File: src/rtl/bf16_sched_pkg.sv
// Shared types and helpers for the bf16 adder scheduler.
package bf16_sched_pkg;

  typedef enum logic [2:0] {
    IDLE  = 3'd0,
    GRANT = 3'd1,
    ISSUE = 3'd2,
    WAIT  = 3'd3,
    RESP  = 3'd4
  } sched_state_t;

  // Result pattern returned when the adder never answers
  localparam logic [15:0] BF16_QNAN = 16'hFFFF;

  // Width of a requester index
  function automatic int bf16_sched_idx_w(input int nreq);
    return $clog2(nreq);
  endfunction

endpackage

File: src/rtl/bf16_add_scheduler_rr_arbiter.sv
// Combinational cyclic-priority search: first asserted request at or after rr_ptr.
module rr_arbiter
  import bf16_sched_pkg::*;
#(
  parameter int NREQ = 4,
  localparam int IW  = bf16_sched_idx_w(NREQ)
) (
  input  logic [NREQ-1:0] req,
  input  logic [IW-1:0]   rr_ptr,
  output logic [NREQ-1:0] grant,
  output logic [IW-1:0]   idx,
  output logic            any
);

  // Walk offsets from farthest to nearest so the nearest hit is written last
  always_comb begin
    grant = '0;
    idx   = '0;
    any   = |req;
    for (int k = NREQ - 1; k >= 0; k--) begin
      if (req[(int'(rr_ptr) + k) % NREQ]) begin
        idx   = IW'((int'(rr_ptr) + k) % NREQ);
        grant = NREQ'(1) << ((int'(rr_ptr) + k) % NREQ);
      end
    end
  end

endmodule

File: src/rtl/bf16_add_scheduler.sv
// Round-robin scheduler sharing one bf16 adder between NREQ requesters.
// Optional watchdog on the adder response: define BF16_SCHED_TIMEOUT_EN.
module bf16_add_scheduler
  import bf16_sched_pkg::*;
#(
  parameter int NREQ    = 4,
  parameter int TIMEOUT = 15
) (
  input  logic              clock,
  input  logic              nreset,
  input  logic [NREQ-1:0]   req_valid,
  input  logic [NREQ*16-1:0] req_a,
  input  logic [NREQ*16-1:0] req_b,
  output logic [NREQ-1:0]   req_ready,
  output logic [NREQ-1:0]   rsp_valid,
  output logic [15:0]       rsp_sum,
  output logic              rsp_err,
  input  logic [NREQ-1:0]   rsp_ready,
  output logic              add_start,
  output logic [15:0]       add_a,
  output logic [15:0]       add_b,
  input  logic              add_done,
  input  logic [15:0]       add_sum
);

  localparam int IW = bf16_sched_idx_w(NREQ);

  if (NREQ < 2 || NREQ > 8 || TIMEOUT < 1) begin : g_cfg_chk
    $error("bf16_add_scheduler: NREQ must be 2..8 and TIMEOUT >= 1");
  end

  sched_state_t    state, state_nxt;
  logic [IW-1:0]   rr_ptr;
  logic [IW-1:0]   g;
  logic [NREQ-1:0] g_oh;
  logic [NREQ-1:0] arb_grant;
  logic [IW-1:0]   arb_idx;
  logic            arb_any;
  logic            rsp_take;

  rr_arbiter #(.NREQ(NREQ)) u_arb (
    .req    (req_valid),
    .rr_ptr (rr_ptr),
    .grant  (arb_grant),
    .idx    (arb_idx),
    .any    (arb_any)
  );

  // Only the granted requester's rsp_ready can close a response
  assign rsp_take = (state == RESP) && rsp_ready[g];

`ifdef BF16_SCHED_TIMEOUT_EN
  localparam int CW = $clog2(TIMEOUT + 1);
  logic [CW-1:0] wd_cnt;
  logic          wd_fire;
  logic          rsp_err_q;

  assign wd_fire = (state == WAIT) && !add_done && (wd_cnt == CW'(TIMEOUT - 1));

  // Watchdog: counts cycles spent in WAIT, restarted on every issue
  always_ff @(posedge clock or negedge nreset) begin
    if (!nreset)                wd_cnt <= '0;
    else if (state == ISSUE)    wd_cnt <= '0;
    else if (state == WAIT)     wd_cnt <= wd_cnt + 1'b1;
  end

  // Error flag rides along with the response and drops when it is consumed
  always_ff @(posedge clock or negedge nreset) begin
    if (!nreset)       rsp_err_q <= 1'b0;
    else if (wd_fire)  rsp_err_q <= 1'b1;
    else if (rsp_take) rsp_err_q <= 1'b0;
  end

  assign rsp_err = rsp_err_q;
`else
  assign rsp_err = 1'b0;
`endif

  // State register
  always_ff @(posedge clock or negedge nreset) begin
    if (!nreset) state <= IDLE;
    else         state <= state_nxt;
  end

  // Next-state: one operation at a time, no overlap
  always_comb begin
    state_nxt = state;
    case (state)
      IDLE:  if (arb_any) state_nxt = GRANT;
      GRANT: state_nxt = ISSUE;
      ISSUE: state_nxt = WAIT;
      WAIT: begin
        if (add_done) state_nxt = RESP;
`ifdef BF16_SCHED_TIMEOUT_EN
        else if (wd_fire) state_nxt = RESP;
`endif
      end
      RESP:  if (rsp_take) state_nxt = IDLE;
      default: state_nxt = IDLE;
    endcase
  end

  // Grant latch, operand capture, result capture and pointer advance
  always_ff @(posedge clock or negedge nreset) begin
    if (!nreset) begin
      g       <= '0;
      g_oh    <= '0;
      rr_ptr  <= '0;
      add_a   <= '0;
      add_b   <= '0;
      rsp_sum <= '0;
    end else begin
      if (state == IDLE && arb_any) begin
        g    <= arb_idx;
        g_oh <= arb_grant;
      end
      // Operands sampled here even if req_valid dropped since IDLE
      if (state == GRANT) begin
        add_a <= req_a[g*16 +: 16];
        add_b <= req_b[g*16 +: 16];
      end
      if (state == WAIT && add_done) rsp_sum <= add_sum;
`ifdef BF16_SCHED_TIMEOUT_EN
      else if (wd_fire)              rsp_sum <= BF16_QNAN;
`endif
      // Pointer moves only when a result is consumed
      if (rsp_take) rr_ptr <= (g == IW'(NREQ - 1)) ? '0 : g + 1'b1;
    end
  end

  // Handshake outputs decoded from registered state only
  always_comb begin
    req_ready = (state == GRANT) ? g_oh : '0;
    rsp_valid = (state == RESP)  ? g_oh : '0;
    add_start = (state == ISSUE);
  end

endmodule

File: config.mk
export PLATFORM = sky130hd
export DESIGN_NAME = bf16_add_scheduler
export DESIGN_NICKNAME = d
export VERILOG_FILES = /design/src/rtl/bf16_sched_pkg.sv /design/src/rtl/bf16_add_scheduler_rr_arbiter.sv /design/src/rtl/bf16_add_scheduler.sv
export SDC_FILE = /design/constraint.sdc
export NUM_CORES = 1
export LEC_CHECK = 0
export ABC_CLOCK_PERIOD_IN_PS = 2200
export CAP_MARGIN = 10
export CORE_MARGIN = 3
export CORE_UTILIZATION = 35
export DETAILED_ROUTE_END_ITERATION = 12
export PLACE_DENSITY = 0.78
export SKIP_LAST_GASP = 1
export SLEW_MARGIN = 15
export SYNTH_ARGS = -nofsm -noshare
export SYNTH_HDL_FRONTEND = slang
export SYNTH_SLANG_ARGS = --single-unit
File: constraint.sdc
create_clock -name clock -period 2.2 [get_ports clock]
set_clock_uncertainty 0.15 [all_clocks]
set_input_delay 0.44 -clock clock [delete_from_list [all_inputs] [get_ports clock]]
set_output_delay 0.44 -clock clock [all_outputs]
set_load 0.02 [all_outputs]
==> results.yml, run 1 <==
outcome:
  status: "finished clean"
synth:
  synthFlopType: "dfrtp_1"
  synth_warnings: 0
  synth_cells: 269
  synth_area_leaders: "dfrtp_1 (40%), mux4_2 (22%), mux2_2 (16%)"
  syn_nets: 433
  ys_async_sr_fraction_pct: 100
  synth_top_area_cell: "dfrtp_1"
  synth.distinct_cells: 36
  yosys.area.top_type_share_pct: 40.5
  synth_common_cells: "dfrtp_1 (59), mux2_2 (51), mux4_2 (35)"
  ys_ff_latch: 59
  synth_area_per_cell_sq_um: 13.6
  synthMostInstantiatedCell: "dfrtp_1"
  ys_seq_area_share_pct: 40.5
  synth_enable_flop_cells: 0
  synth_area_sq_um: 3650
placement:
  gp_congestion: 0.867
  dp_hpwl_microns: 10000
  port-buffer-count: 211
  dpl_cell_area_sq_um: 6020
  dp.cells: 616
min_path:
  hp-start: "add_b[1]"
  hp-class: "reg2reg"
cells_and_area:
  fin_cells: 634
  drive_gt1_share_pct: 28.7
  fillers: 809
  diodes: 0
  area_growth_pct: 70.4
  final_util_pct: 62.5
  layout.nets: 660
  fin_area_sq_um: 6220
timing:
  period_share_pct: 95.8
  setup_viol: 0
  fin_setup_tns_ns: 0
  drv_slew: 0
  fmax_ghz: 0.474
  rsz0062_at_grt: "false"
  period_minus_slack_ns: 2.11
  hold_viol_final: 0
  worst_hold_slack_ns: 0.356
route:
  drc: 0
  drt_iter0_markers: 130
  vias: 3186
  postRouteWirelength_microns: 12500
  wire_per_inst_microns: 19.7
  dr.pass1.iters: 4
  ant_nets: 0
  avgViaCountPerCell: 5.03
setup_path:
  path_max_fanout: 10
  crit_path_end_kind: "register"
  path_buf_inv: 1
  crit_family: "simple AND/OR/NAND/NOR gates"
  crit_slowest_cell: "clkdlybuf4s50_1"
  slowest_delay_ns: 0.54
  arrival_ns: 2.22
  crit_start: "req_valid[1]"
  r2r_start: "state[2]"
  required_ns: 2.32
  reg2reg_slack_ns: 0.11
  crit_chain: "clkdlybuf4s50_1, nor4_2, or4_4, nor2_4, nor4b_4, a221o_1"
  start_kind: "primary input"
  criticalPathCategory: "in2reg"
clock_network:
  root_buffer: "clkbuf_8"
  numCtsBuffers: 9
  htree_levels: 3
  clk_pin_slew_ns: 0.06
  clockBufferDepth: 2
  cts_tree: "yes"
  cts_sinks: 59
  worstSkewPairLatency_ns: 0.34
global_routing:
  grt.total_usage_pct: 21.6
  grt_max_degree: 60
  grt_pass1_wl_microns: 19000
  antenna_found_initial: 0
  grt_overflow: 0
  grt_pass1_vias: 3392
floorplan:
  die_x_microns: 108
  ios: 213
  initial_core_util_pct: 36.7
  die-area_sq_um: 11700
  die_h_microns: 108
  rows: 36
  fp.coreArea_sq_um: 9950
power:
  power_leakage_nw: 2.47
  vdd_drop_max_v: 0.000573
  p_per_area_nw_per_um2: 1210
flow_run:
  drv_cap: 0
## power by group
group	switching, mW	total, mW	internal (mW)
Sequential	0.306	1.95	1.64
Combinational	2.14	4.70	2.55
Clock	0.450	0.853	0.403
## cell usage in the layout, fill, tap and decap left out, types with 5 or more instances in the layout
| master | count |
|---|---|
| a221o_1 | 5 |
| and3_1 | 5 |
| buf_4 | 23 |
| clkbuf_8 | 9 |
| clkdlybuf4s50_1 | 200 |
| clkinv_2 | 5 |
| dfrtp_1 | 56 |
| dlygate4sd2_1 | 5 |
| ha_1 | 8 |
| mux2_2 | 51 |
| mux4_2 | 35 |
| nand2_1 | 22 |
| o21ai_0 | 11 |
## per-stage QoR
step	setup WS, ns	total power [mW]
global placement	-0.282	6.57
finish	0.0918	7.50
CTS	0.00805	7.59
global route	0.00209	8.00
floorplan	0.0429	4.70
detailed placement	-0.323	6.69
## layer usage
metal	global-route usage, %	vias up	wire length, microns
li1	-	1476	-
met1	25.8	1594	5020
met2	39.6	103	6550
met3	4.42	13	749
met4	5.59	0	189
met5	0	-	0
## final cells by class
cell class                 count  area [sq um]  area share [%]
multi-input combinational    183          2040            32.9
tap                          133           166            2.68
timing repair buffer         238          2340            37.6
clock inverter                 7          43.8           0.704
sequential                    59          1480            23.8
inverter                       5          20.0           0.322
clock buffer                   9           124            1.99
## repair_timing
| action | CTS | global route |
|---|---|---|
| hold buffers | 1 | 0 |
| pin swaps | 0 | 2 |
| endpoints found under the hold margin | 59 | 0 |
| gates resized for setup | 12 | 8 |
| endpoints found under the setup margin | 13 | 9 |
| setup buffers | 0 | 1 |
## kinds of logic (layout without fill, tap and decap cells)
logic type	count (synthesis)	after routing	share of synthesized area (%)
AO/OA/AOI/OAI	28	28	5.07
adder cells (fa/ha/maj)	9	9	3.09
buffers and inverters	27	259	4.28
flip-flops	59	59	40.5
multiplexers	91	91	38.8
other	1	1	0.103
AND/OR/NAND/NOR	54	54	8.19
## flip-flops by register name, summed over array words and instances (netlist names)
name,cells
add_a,16
add_b,16
rsp_sum,16
g_oh,4
state,3
g,2
rr_ptr,2
## worst paths after layout
| check | to | cells past startpoint |
|---|---|---|
| setup reg to reg | g_oh[3] | 5 |
| max in group asynchronous | rr_ptr[0] | 3 |
| setup / recovery | g_oh[3] | 6 |
| hold reg to reg | add_b[1] | 1 |
| hold / removal | add_b[1] | 1 |
| min in group asynchronous | add_a[12] | 3 |
Power figures use the tool's default switching activity.
==> run 2, diff against run 1 <==
Settings changed: ABC_CLOCK_PERIOD_IN_PS 2200 to 2400, CORE_UTILIZATION 35 to 39, PLACE_DENSITY 0.78 to 0.82, RECOVER_POWER set to 25.
Clock period 2.2 ns to 2.4 ns, I/O delays scaled along.
==> results.yml, run 2 (synthesis results as in run 1) <==
route:
  ant_nets: 0
  drc: 0
  wire_per_inst_microns: 19.3
  drt_iter0_markers: 119
  postRouteWirelength_microns: 11600
  avgViaCountPerCell: 5.27
  dr.pass1.iters: 4
  vias: 3165
floorplan:
  die-area_sq_um: 10600
  die_h_microns: 103
  initial_core_util_pct: 41.0
  rows: 34
  die_x_microns: 103
  fp.coreArea_sq_um: 8890
  ios: 213
timing:
  period_minus_slack_ns: 2.33
  fmax_ghz: 0.429
  fin_setup_tns_ns: 0
  slew_headroom_pct: 3.91
  drv_slew: 0
  rsz0062_at_grt: "true"
  setup_ws_ns: 0.0678
  worst_hold_slack_ns: 0.330
  period_share_pct: 97.2
  worstMarginPinSlew_ns: 1.44
  setup_viol: 0
  hold_viol_final: 0
placement:
  dpl_cell_area_sq_um: 5940
  dpl_worst_slack_ns: -0.0916
  dp.cells: 586
  dp_hpwl_microns: 9550
  port-buffer-count: 211
  gp_congestion: 0.835
global_routing:
  grt_util_met2_pct: 40.9
  antenna_found_initial: 0
  grt_pass1_wl_microns: 17600
  met3_usage_pct: 4.74
  grt_overflow: 0
  grt_max_degree: 35
  grt.total_usage_pct: 22.2
  grtUsageMet1_pct: 25.1
  busiest_layer: "met2"
  grt_pass1_vias: 3328
min_path:
  hp-class: "in2async"
setup_path:
  reg2reg_slack_ns: 0.23
  arrival_ns: 1.70
  criticalPathCategory: "reg2out"
  path_max_fanout: 7
  crit_family: "buffers and inverters"
  crit_slowest_cell: "clkdlybuf4s50_1"
  crit_path_end_kind: "output pin"
  required_ns: 1.77
  crit_chain: "nor2_4, and3_1, clkdlybuf4s50_1"
  start_kind: "register"
  slowest_delay_ns: 0.60
  path_buf_inv: 1
cells_and_area:
  fillers: 644
  final_util_pct: 69.1
  area_growth_pct: 68.3
  final_cell_mix: "clkdlybuf4s50_1 (202), dfrtp_1 (56), mux2_2 (51)"
  layout.nets: 653
  fin_cells: 601
  diodes: 0
  reg_top3: "add_a: 16 flops, add_b: 16 flops, rsp_sum: 16 flops"
  fin_area_sq_um: 6140
  drive_gt1_share_pct: 26.2
  final_common_cell: "clkdlybuf4s50_1"
clock_network:
  root_buffer: "clkbuf_8"
  cts_sinks: 59
  cts_tree: "yes"
  clk_pin_slew_ns: 0.07
  numCtsBuffers: 9
  worstSkewPairLatency_ns: 0.32
  htree_levels: 3
  clockBufferDepth: 2
flow_run:
  drv_cap: 0
power:
  power_mw: 6.84
  vdd_drop_max_v: 0.000591
  power_leakage_nw: 2.50
  p_per_area_nw_per_um2: 1110
outcome:
  status: "finished clean"
[run 2: cell types whose count changed in the layout (fill, tap and decap cells not counted), moves of 3 or more]
| cell | before | now |
|---|---|---|
| buf_4 | 23 | 18 |
| clkdlybuf4s15_1 | 3 | 0 |
| clkbuf_1 | 0 | 3 |
| dlymetal6s2s_1 | 1 | 4 |
| clkinv_2 | 5 | 2 |
[run 2: layer usage]
metal,part of all wire (%),up-vias
li1,-,1465
met1,38,1553
met2,53,125
met3,6.5,22
met4,2.6,0
met5,0,-
[run 2: layout make-up]
type | count | area [sq um] | area share, %
timing repair buffer | 231 | 2290 | 37.2
multi-input combinational | 183 | 2040 | 33.1
inverter | 5 | 18.8 | 0.306
clock buffer | 12 | 145 | 2.36
sequential | 59 | 1480 | 24.1
clock inverter | 3 | 40.0 | 0.652
tap | 108 | 135 | 2.20
[run 2: where the power goes]
part	switching, mW	internal (mW)
Combinational	1.92	2.26
Clock	0.362	0.500
Sequential	0.296	1.51
[run 2: worst register-to-register path: stages (launching register included)]
cell      delay [ns]
dfrtp_1         0.35
clkinv_1        0.09
ha_1            0.40
inv_1           0.18
nor3b_1         0.07
nor3_1          0.33
nor4b_4         0.11
a221o_1         0.36
[run 2: repair_timing]
item	CTS	global route
gates resized for setup	5	8
gates cloned	0	0
hold buffers	0	0
setup buffers	0	0
setup endpoints to repair	9	5
pin swaps	0	1
[run 2: path summary, 6_finish.rpt]
path | start | endpoint | cells after the start
min reg2reg | rsp_sum[10] | rsp_sum[10] | 1
max in group asynchronous | nreset | g[0] | 1
min in group clock | rsp_sum[10] | rsp_sum[10] | 1
max | state[0] | rsp_valid[1] | 3
max reg2reg | rr_ptr[0] | g_oh[3] | 7
min | nreset | add_a[1] | 1
==> run 3, diff against run 2 <==
Settings changed: CAP_MARGIN 10 to 5, PLACE_DENSITY 0.82 to 0.86.
==> results.yml, run 3 (synthesis results as in run 1) <==
outcome:
  status: "finished clean"
timing:
  setup_viol: 0
  hold_viol_final: 0
  drv_slew: 0
  slew_headroom_pct: 6.36
  period_minus_slack_ns: 2.18
  period_share_pct: 90.7
  fmax_ghz: 0.459
  worstMarginPinSlew_ns: 1.40
  rsz0062_at_grt: "false"
setup_path:
  start_kind: "register"
  r2r_start: "rr_ptr[0]"
  ff2ff_path_depth: 7
  required_ns: 1.77
  reg2reg_to: "g_oh[1]"
  path_max_fanout: 7
  reg2reg_slack_ns: 0.23
  crit_path_end_kind: "output pin"
  criticalPathCategory: "reg2out"
  arrival_ns: 1.55
placement:
  dpl_cell_area_sq_um: 5950
  dp_hpwl_microns: 9750
  gp_congestion: 0.870
  port-buffer-count: 211
  dp.cells: 586
cells_and_area:
  reg_top3: "add_a: 16 flops, add_b: 16 flops, rsp_sum: 16 flops"
  fin_area_sq_um: 6160
  final_cell_mix: "clkdlybuf4s50_1 (201), dfrtp_1 (56), mux2_2 (51)"
  diodes: 0
  final_common_cell: "clkdlybuf4s50_1"
  drive_gt1_share_pct: 26.7
  layout.nets: 653
  fillers: 662
  area_growth_pct: 68.9
  fin_cells: 602
route:
  avgViaCountPerCell: 5.35
  dr.pass1.iters: 4
  drt_iter0_markers: 51
  wire_per_inst_microns: 19.7
  vias: 3218
  postRouteWirelength_microns: 11800
  ant_nets: 0
  drc: 0
floorplan:
  ios: 213
  die-area_sq_um: 10600
  fp.coreArea_sq_um: 8890
  rows: 34
  initial_core_util_pct: 41.0
  die_x_microns: 103
  die_h_microns: 103
power:
  power_leakage_nw: 2.47
  pwr-share-comb_pct: 59.8
  power_frac_seq_pct: 26.7
  p_sw_mw: 2.61
  p_per_area_nw_per_um2: 1130
  vdd_drop_max_v: 0.000466
  internal-power_mw: 4.34
  pwr-share-clk_pct: 13.5
  sw_frac_of_total_pct: 37.6
clock_network:
  htree_levels: 3
  clockBufferDepth: 2
  numCtsBuffers: 9
  root_buffer: "clkbuf_8"
  cts_tree: "yes"
  worstSkewPairLatency_ns: 0.31
  holdBufCountCts: 0
  cts_sinks: 59
  clk_pin_slew_ns: 0.06
global_routing:
  antenna_found_initial: 0
  grt_pass1_vias: 3426
  grt.total_usage_pct: 22.5
  grt_overflow: 0
  grt_max_degree: 36
  grt_pass1_wl_microns: 18100
flow_run:
  drv_cap: 0
min_path:
  hp-class: "in2async"
## run 3: power by group through the flow
stage                     Combinational (mW)  Sequential [mW]  Clock, mW
final                                   4.16             1.85      0.937
after global routing                    4.44             1.93       1.02
after CTS                               4.20             1.86      0.972
after detailed placement                4.19             1.87          0
after global placement                  4.10             1.82          0
after floorplan                         2.00             2.29          0
## run 3: through the flow
stage	worst slack (ns)	power (mW)	setup TNS, ns	utilization, %	hold WS [ns]
2_1_floorplan	0.0326	4.30	0	-	0.0344
5_1_grt	0.0955	7.39	0	69.3	0.370
3_3_place_gp	-0.0429	5.92	-0.163	66.9	0.337
6_report	0.222	6.95	0	69.3	0.325
4_1_cts	0.00411	7.03	0	69.3	0.0104
3_5_place_dp	-0.0929	6.06	-0.360	66.9	0.341
## run 3: timing repair
item,4_1_cts,5_1_grt
setup buffers,0,0
resized for setup,11,2
setup endpoints to repair,8,1
## run 3: how the worst max path moves through the flow
stage,startpoint,endpoint,slack [ns]
2_1_floorplan,rr_ptr[0],g_oh[0],0.03
3_3_place_gp,req_valid[1],g_oh[2],-0.04
4_1_cts,state[2],add_start,0.004
6_report,state[1],req_ready[1],0.22
3_5_place_dp,req_valid[3],g_oh[1],-0.09
5_1_grt,rr_ptr[0],g_oh[1],0.1
## run 3: critical path: stages (launching register included)
cell           delay, ns
dfrtp_2             0.46
nor3b_4             0.26
and2_1              0.17
dlygate4sd2_1       0.34
## run 3: final cells by class
type / instances / area [sq um] / area share [%]
Clock buffer: 12 / 165 / 2.68
Clock inverter: 4 / 47.5 / 0.771
Inverter: 5 / 18.8 / 0.305
Multi-Input combinational cell: 183 / 2030 / 32.9
Sequential cell: 59 / 1480 / 24.0
Tap cell: 108 / 135 / 2.19
Timing Repair Buffer: 231 / 2290 / 37.1
## run 3: layer usage
layer	track usage, %	share of wire [%]	vias up
met1	25.1	36	1598
met3	5.82	8.8	15
met2	42.3	54	139
met4	6.08	1.4	0
li1	-	-	1466
met5	0	0	-
